`src/rtl/mvm_param.sv`:
```
// rtl/mvm_param.sv - parametrised matrix-vector multiplier with load stalls and output backpressure
module mvm_param #(
    parameter int ROWS     = 8,
    parameter int COLS     = 8,
    parameter int LANES    = 1,
    parameter int IN_W     = 16,
    parameter int OUT_W    = 32,
    parameter int SATURATE = 0
) (
    input  logic             clk,
    input  logic             reset,
    input  logic             loadMatrix,
    input  logic             loadVector,
    input  logic             start,
    input  logic             in_valid,
    input  logic [IN_W-1:0]  data_in,
    output logic             busy,
    output logic             done,
    output logic             out_valid,
    input  logic             out_ready,
    output logic [OUT_W-1:0] data_out
);

    // Derived sizes; every index is at least one bit wide so degenerate shapes still elaborate
    localparam int PASSES = ROWS / LANES;
    localparam int NA     = ROWS * COLS;
    localparam int AW     = (NA > 1)     ? $clog2(NA)     : 1;
    localparam int CW     = (COLS > 1)   ? $clog2(COLS)   : 1;
    localparam int PW     = (PASSES > 1) ? $clog2(PASSES) : 1;
    localparam int RW     = (ROWS > 1)   ? $clog2(ROWS)   : 1;
    localparam int PROD_W = 2 * IN_W;
    localparam int ACC_W  = 2 * IN_W + $clog2(COLS);
    localparam int EXT_W  = (ACC_W > OUT_W) ? ACC_W : OUT_W;

    localparam logic [2:0] S_IDLE    = 3'd0;
    localparam logic [2:0] S_LOAD_A  = 3'd1;
    localparam logic [2:0] S_LOAD_X  = 3'd2;
    localparam logic [2:0] S_COMPUTE = 3'd3;
    localparam logic [2:0] S_OUTPUT  = 3'd4;

    // Control state
    logic [2:0]       state_q,     state_d;
    logic [AW-1:0]    ld_idx_q,    ld_idx_d;
    logic [CW-1:0]    col_q,       col_d;
    logic [PW-1:0]    pass_q,      pass_d;
    logic             fin_q,       fin_d;
    logic [RW-1:0]    oidx_q,      oidx_d;
    logic             done_q,      done_d;
    logic             out_valid_q, out_valid_d;
    logic [OUT_W-1:0] data_out_q,  data_out_d;

    // Per-lane full-precision accumulators
    logic [LANES-1:0][ACC_W-1:0] acc_q, acc_d;

    // Operand and result storage (not reset: contents are only meaningful once loaded)
    logic signed [IN_W-1:0] a_mem_q [NA];
    logic signed [IN_W-1:0] x_mem_q [COLS];
    logic [OUT_W-1:0]       y_mem_q [ROWS];

    logic             a_we;
    logic             x_we;
    logic             y_we;
    logic [RW-1:0]    y_waddr [LANES];
    logic [OUT_W-1:0] y_wdata [LANES];

    // Narrow a full-precision sum to OUT_W, either clamping or keeping the low bits
    function automatic logic [OUT_W-1:0] narrow(input logic signed [ACC_W-1:0] v);
        logic signed [EXT_W-1:0] ve;
        logic signed [EXT_W-1:0] vmax;
        logic signed [EXT_W-1:0] vmin;
        logic signed [OUT_W-1:0] omax;
        logic signed [OUT_W-1:0] omin;
        omax = {1'b0, {(OUT_W-1){1'b1}}};
        omin = {1'b1, {(OUT_W-1){1'b0}}};
        ve   = EXT_W'(v);
        vmax = EXT_W'(omax);
        vmin = EXT_W'(omin);
        if ((SATURATE != 0) && (ve > vmax)) begin
            return omax;
        end
        if ((SATURATE != 0) && (ve < vmin)) begin
            return omin;
        end
        return ve[OUT_W-1:0];
    endfunction

    // Lane datapath: lane l works on row pass*LANES+l; column 0 restarts the sum
    always_comb begin
        int row;
        logic signed [PROD_W-1:0] a_ext;
        logic signed [PROD_W-1:0] x_ext;
        logic signed [PROD_W-1:0] prod;
        logic signed [ACC_W-1:0]  prod_ext;
        logic signed [ACC_W-1:0]  sum;
        acc_d = acc_q;
        y_we  = (state_q == S_COMPUTE) && !fin_q && (col_q == CW'(COLS - 1));
        for (int l = 0; l < LANES; l++) begin
            row      = int'(pass_q) * LANES + l;
            a_ext    = PROD_W'(a_mem_q[AW'(row * COLS + int'(col_q))]);
            x_ext    = PROD_W'(x_mem_q[col_q]);
            prod     = a_ext * x_ext;
            prod_ext = ACC_W'(prod);
            if (col_q == '0) begin
                sum = prod_ext;
            end else begin
                sum = $signed(acc_q[l]) + prod_ext;
            end
            if ((state_q == S_COMPUTE) && !fin_q) begin
                acc_d[l] = sum;
            end
            y_waddr[l] = RW'(row);
            y_wdata[l] = narrow(sum);
        end
    end

    // Command sequencing, load indexing, compute stepping and output handshake
    always_comb begin
        state_d     = state_q;
        ld_idx_d    = ld_idx_q;
        col_d       = col_q;
        pass_d      = pass_q;
        fin_d       = fin_q;
        oidx_d      = oidx_q;
        done_d      = 1'b0;
        out_valid_d = out_valid_q;
        data_out_d  = data_out_q;
        a_we        = 1'b0;
        x_we        = 1'b0;
        case (state_q)
            S_IDLE: begin
                if (loadMatrix) begin
                    state_d  = S_LOAD_A;
                    ld_idx_d = '0;
                end else if (loadVector) begin
                    state_d  = S_LOAD_X;
                    ld_idx_d = '0;
                end else if (start) begin
                    state_d = S_COMPUTE;
                    col_d   = '0;
                    pass_d  = '0;
                    fin_d   = 1'b0;
                end
            end
            S_LOAD_A: begin
                if (in_valid) begin
                    a_we = 1'b1;
                    if (ld_idx_q == AW'(NA - 1)) begin
                        state_d  = S_IDLE;
                        ld_idx_d = '0;
                    end else begin
                        ld_idx_d = ld_idx_q + 1'b1;
                    end
                end
            end
            S_LOAD_X: begin
                if (in_valid) begin
                    x_we = 1'b1;
                    if (ld_idx_q == AW'(COLS - 1)) begin
                        state_d  = S_IDLE;
                        ld_idx_d = '0;
                    end else begin
                        ld_idx_d = ld_idx_q + 1'b1;
                    end
                end
            end
            S_COMPUTE: begin
                if (fin_q) begin
                    // Last pass has been written to the result buffer; present y[0]
                    fin_d       = 1'b0;
                    state_d     = S_OUTPUT;
                    done_d      = 1'b1;
                    out_valid_d = 1'b1;
                    data_out_d  = y_mem_q[RW'(0)];
                    oidx_d      = '0;
                end else if (col_q == CW'(COLS - 1)) begin
                    col_d = '0;
                    if (pass_q == PW'(PASSES - 1)) begin
                        pass_d = '0;
                        fin_d  = 1'b1;
                    end else begin
                        pass_d = pass_q + 1'b1;
                    end
                end else begin
                    col_d = col_q + 1'b1;
                end
            end
            S_OUTPUT: begin
                if (out_ready) begin
                    if (oidx_q == RW'(ROWS - 1)) begin
                        state_d     = S_IDLE;
                        out_valid_d = 1'b0;
                        data_out_d  = '0;
                        oidx_d      = '0;
                    end else begin
                        oidx_d     = oidx_q + 1'b1;
                        data_out_d = y_mem_q[oidx_q + 1'b1];
                    end
                end
            end
            default: begin
                state_d = S_IDLE;
            end
        endcase
    end

    // Control and output registers; reset aborts any operation in flight
    always_ff @(posedge clk or negedge reset) begin
        if (!reset) begin
            state_q     <= S_IDLE;
            ld_idx_q    <= '0;
            col_q       <= '0;
            pass_q      <= '0;
            fin_q       <= 1'b0;
            oidx_q      <= '0;
            done_q      <= 1'b0;
            out_valid_q <= 1'b0;
            data_out_q  <= '0;
            acc_q       <= '0;
        end else begin
            state_q     <= state_d;
            ld_idx_q    <= ld_idx_d;
            col_q       <= col_d;
            pass_q      <= pass_d;
            fin_q       <= fin_d;
            oidx_q      <= oidx_d;
            done_q      <= done_d;
            out_valid_q <= out_valid_d;
            data_out_q  <= data_out_d;
            acc_q       <= acc_d;
        end
    end

    // Storage writes: matrix and vector words during loads, lane results at each pass end
    always_ff @(posedge clk) begin
        if (a_we) begin
            a_mem_q[ld_idx_q] <= data_in;
        end
        if (x_we) begin
            x_mem_q[ld_idx_q[CW-1:0]] <= data_in;
        end
        if (y_we) begin
            for (int l = 0; l < LANES; l++) begin
                y_mem_q[y_waddr[l]] <= y_wdata[l];
            end
        end
    end

    assign busy      = (state_q != S_IDLE);
    assign done      = done_q;
    assign out_valid = out_valid_q;
    assign data_out  = data_out_q;

endmodule

```
`config.mk`:
```
export PLATFORM = sky130hd
export DESIGN_NAME = mvm_param
export DESIGN_NICKNAME = d
export VERILOG_FILES = /design/src/rtl/mvm_param.sv
export SDC_FILE = /design/constraint.sdc
export NUM_CORES = 2
export LEC_CHECK = 0
export CAP_MARGIN = 10
export CORE_MARGIN = 2
export CORE_UTILIZATION = 50
export DETAILED_ROUTE_END_ITERATION = 8
export PLACE_DENSITY = 0.66
export SYNTH_ARGS = -nofsm -noshare
export SYNTH_HDL_FRONTEND = slang
export SYNTH_SLANG_ARGS = --single-unit
```
`constraint.sdc`:
```
create_clock -name clk -period 27 [get_ports clk]
set_input_delay 2.7 -clock clk [delete_from_list [all_inputs] [get_ports clk]]
set_output_delay 2.7 -clock clk [all_outputs]
set_load 0.005 [all_outputs]
```
==> results by group <==
STA
  – Slew headroom: 15.5%
  – Final hold vios: 0
  – Skew final: 0.0566 ns
  – RSZ-0062 raised after global routing: false
  – Slew @ Worst Pin: 1.27 ns
  – Max Slew Vio Count: 0
  – Period minus WS final: 13.57 ns
  – # setup viols final: 0
  – Peak Freq: 0.0737 GHz
  – Period Utilization, post-route: 50.3%
  – Fin Setup TNS: 0 ns

Synthesis
  – Synthesized instance count: 3998
  – Syn Nets: 4407
  – Top cells by area, synth: edfxtp_1 (61%), mux4_2 (12%), fa_1 (7.6%)
  – Syn Std Cell Area: 69100 um^2
  – Ys flop type: edfxtp_1
  – Post-synth EDFFs: between 1000 and 1500
  – Largest area contributor in the netlist: edfxtp_1
  – Post-synth ARST share: 5.69%
  – Synth top area share: about three fifths
  – Post-Syn Area per Cell: 17.3 um^2
  – Syn. warnings: 0
  – Yosys reg bits: 1493
  – Post-synthesis sequential area ratio: 64.3%
  – Cell variety after synth: between 70 and 80

Clock tree
  – Worst-path clk slew: 0.06 ns
  – Root buffer cell: clkbuf_16
  – Max clock buf depth: 3
  – Post-CTS Hold Fix Bufs: 0
  – Post-cts sizing count: 0
  – Post-CTS Setup Repair Bufs: 0
  – H-Tree Depth: 4
  – TritonCTS clock tree: yes
  – # clock sinks: 1493
  – CTS Buf Count: 151
  – Clock latency at the later pin of the worst-skew pair: approximately 0.80 ns

Detailed routing
  – Via Count: approximately 37000
  – Remaining antenna violation count: 0
  – Routed len/inst: 27.3 um
  – Drt initial violations: 3850
  – Routed WL: 166000 um
  – Vias per inst: 6.01
  – First-pass DRT Iterations: 5
  – # DRC: 0

Floorplanning
  – Die Footprint: ~140000 um^2
  – Starting Density: around half
  – Number of I/O pins: 58
  – Die height: 376 um
  – Core Area: 137000 um^2
  – Cell Rows: about 140
  – Die width: 376 um

Worst hold path
  – Hold Path Class: reg2reg

Flow run
  – Max Cap Viol: 0

Worst setup path
  – Kind of critical path: reg2reg
  – CP Capture Type: flip-flop
  – WP data required: roughly 28 ns
  – Worst path slowest cell: a311oi_2
  – Delay of the slowest cell on the worst path: 1.06 ns
  – Most Frequent Cell on Critical Path: fa_1
  – Max FO, Critical Path: 41
  – Critical path data arrival time: 14.28 ns
  – Crit start category: flip-flop

Finish
  – Nets: ~4600
  – # diodes: 0
  – Commonest non-fill, non-tap cell in the layout: edfxtp_1
  – Layout area overhead: 11.3%
  – Share of cells above drive strength 1: 19.5%
  – Most frequent cells in the layout: edfxtp_1 (1408), mux4_2 (361), nor2_1 (346), inv_1 (330), fa_1 (263)
  – Post-Layout Cell Count: 6096

Global route
  – Initial antenna violation count: 3
  – Total track usage: 24.0%
  – Vias in the first global route: 37200
  – Largest net degree at the start of global routing: 85
  – Grt ovf: 0
  – Global-route wire length before repair: 249000 um

Placement
  – I/O Buffers: 57
  – GP Congestion: 0.893
  – Placed insts: 5820
  – DP Wirelength: approximately 100000 um

Run status
  – Outcome: finished, final reports clean
==> kinds of logic after synthesis <==
kind of cell             after synthesis  synth area share [%]
flip-flops                          1493                  64.3
adder cells (fa/ha/maj)              386                  9.85
XOR/XNOR                              66                 0.836
buffers and inverters                511                  3.19
AND/OR/NAND/NOR                      729                  4.40
AO/OA/AOI/OAI                        297                  2.95
multiplexers                         516                  14.5
==> metal layers <==
metal  up-vias  wire [um]  global-route usage, %
met5         -          0                      0
met4         0       3900                   6.62
met3       234      13800                   4.75
met2      1531      77300                   36.6
met1     19300      71400                   35.6
li1      15500          -                      -
==> metrics by stage <==
stage	area (um^2)	hold WS, ns	setup WS [ns]	utilization [%]
2_1_floorplan	69100	0.443	16.85	-
3_3_place_gp	72200	0.470	13.56	52.6
3_5_place_dp	72200	0.473	13.36	52.6
4_1_cts	77000	0.491	13.28	56.0
5_1_grt	77000	0.523	12.40	56.0
6_report	77000	0.488	13.43	56.0
==> synth_stat cells (6+ instances only) <==
cell	n
edfxtp_1	1408
mux4_2	361
nor2_1	359
inv_1	330
fa_1	263
nand2_1	248
ha_1	123
mux2i_1	86
dfrtp_1	85
clkbuf_1	71
a21oi_1	69
mux2_2	51
o21ai_0	50
buf_2	48
xnor2_1	44
a221oi_1	34
o22ai_1	33
nand3_1	27
xor2_1	22
buf_1	18
buf_4	18
mux4_1	18
a21o_1	17
nor2b_1	17
a31oi_1	15
buf_6	14
nor3_1	12
nand2b_1	10
or2_2	10
a211oi_1	9
and3_1	9
o31ai_1	8
nand3b_1	7
o211ai_1	7
inv_2	6
o21a_1	6
o21bai_1	6
==> worst paths after layout <==
kind                           from            to  slack, ns  cells after the start
hold reg to reg            acc_q[4]      acc_q[4]       0.49                      2
max in group asynchronous     reset     oidx_q[0]      23.79                      2
hold / removal             acc_q[4]      acc_q[4]       0.49                      2
min in group asynchronous     reset  data_out[19]       1.80                      1
setup / recovery           col_q[0]     acc_q[31]      13.43                     37
setup reg to reg           col_q[0]     acc_q[31]      13.43                     37
==> registers in the layout (all words and copies together), names as in the netlist, 3 cells and up <==
name      count
a_mem_q    1024
y_mem_q     256
x_mem_q     128
acc_q        32
data_out     32
ld_idx_q      6
col_q         3
oidx_q        3
pass_q        3
state_q       3
==> cell type report <==
type	count	area [um^2]
fillers	10500	60400
flip-flops and latches	1493	44400
multi-input cells	1994	22700
clock buffers	186	3970
well taps	1794	2240
repair buffers	202	1590
inverters	337	1270
clock inverters	90	796
==> worst max-delay path, delay by kind of cell (launching register included) <==
kind / cells / cell delay [ns]
flops: 1 / 0.76
mux: 4 / 1.49
xor+xnor: 3 / 0.84
buf+inv: 7 / 2.51
compound gates: 9 / 3.08
simple gates: 6 / 1.09
fa+ha+maj: 8 / 3.52
Power is not shown: default switching activity piles up to over one toggle a cycle in this logic, so the estimate is an artifact.
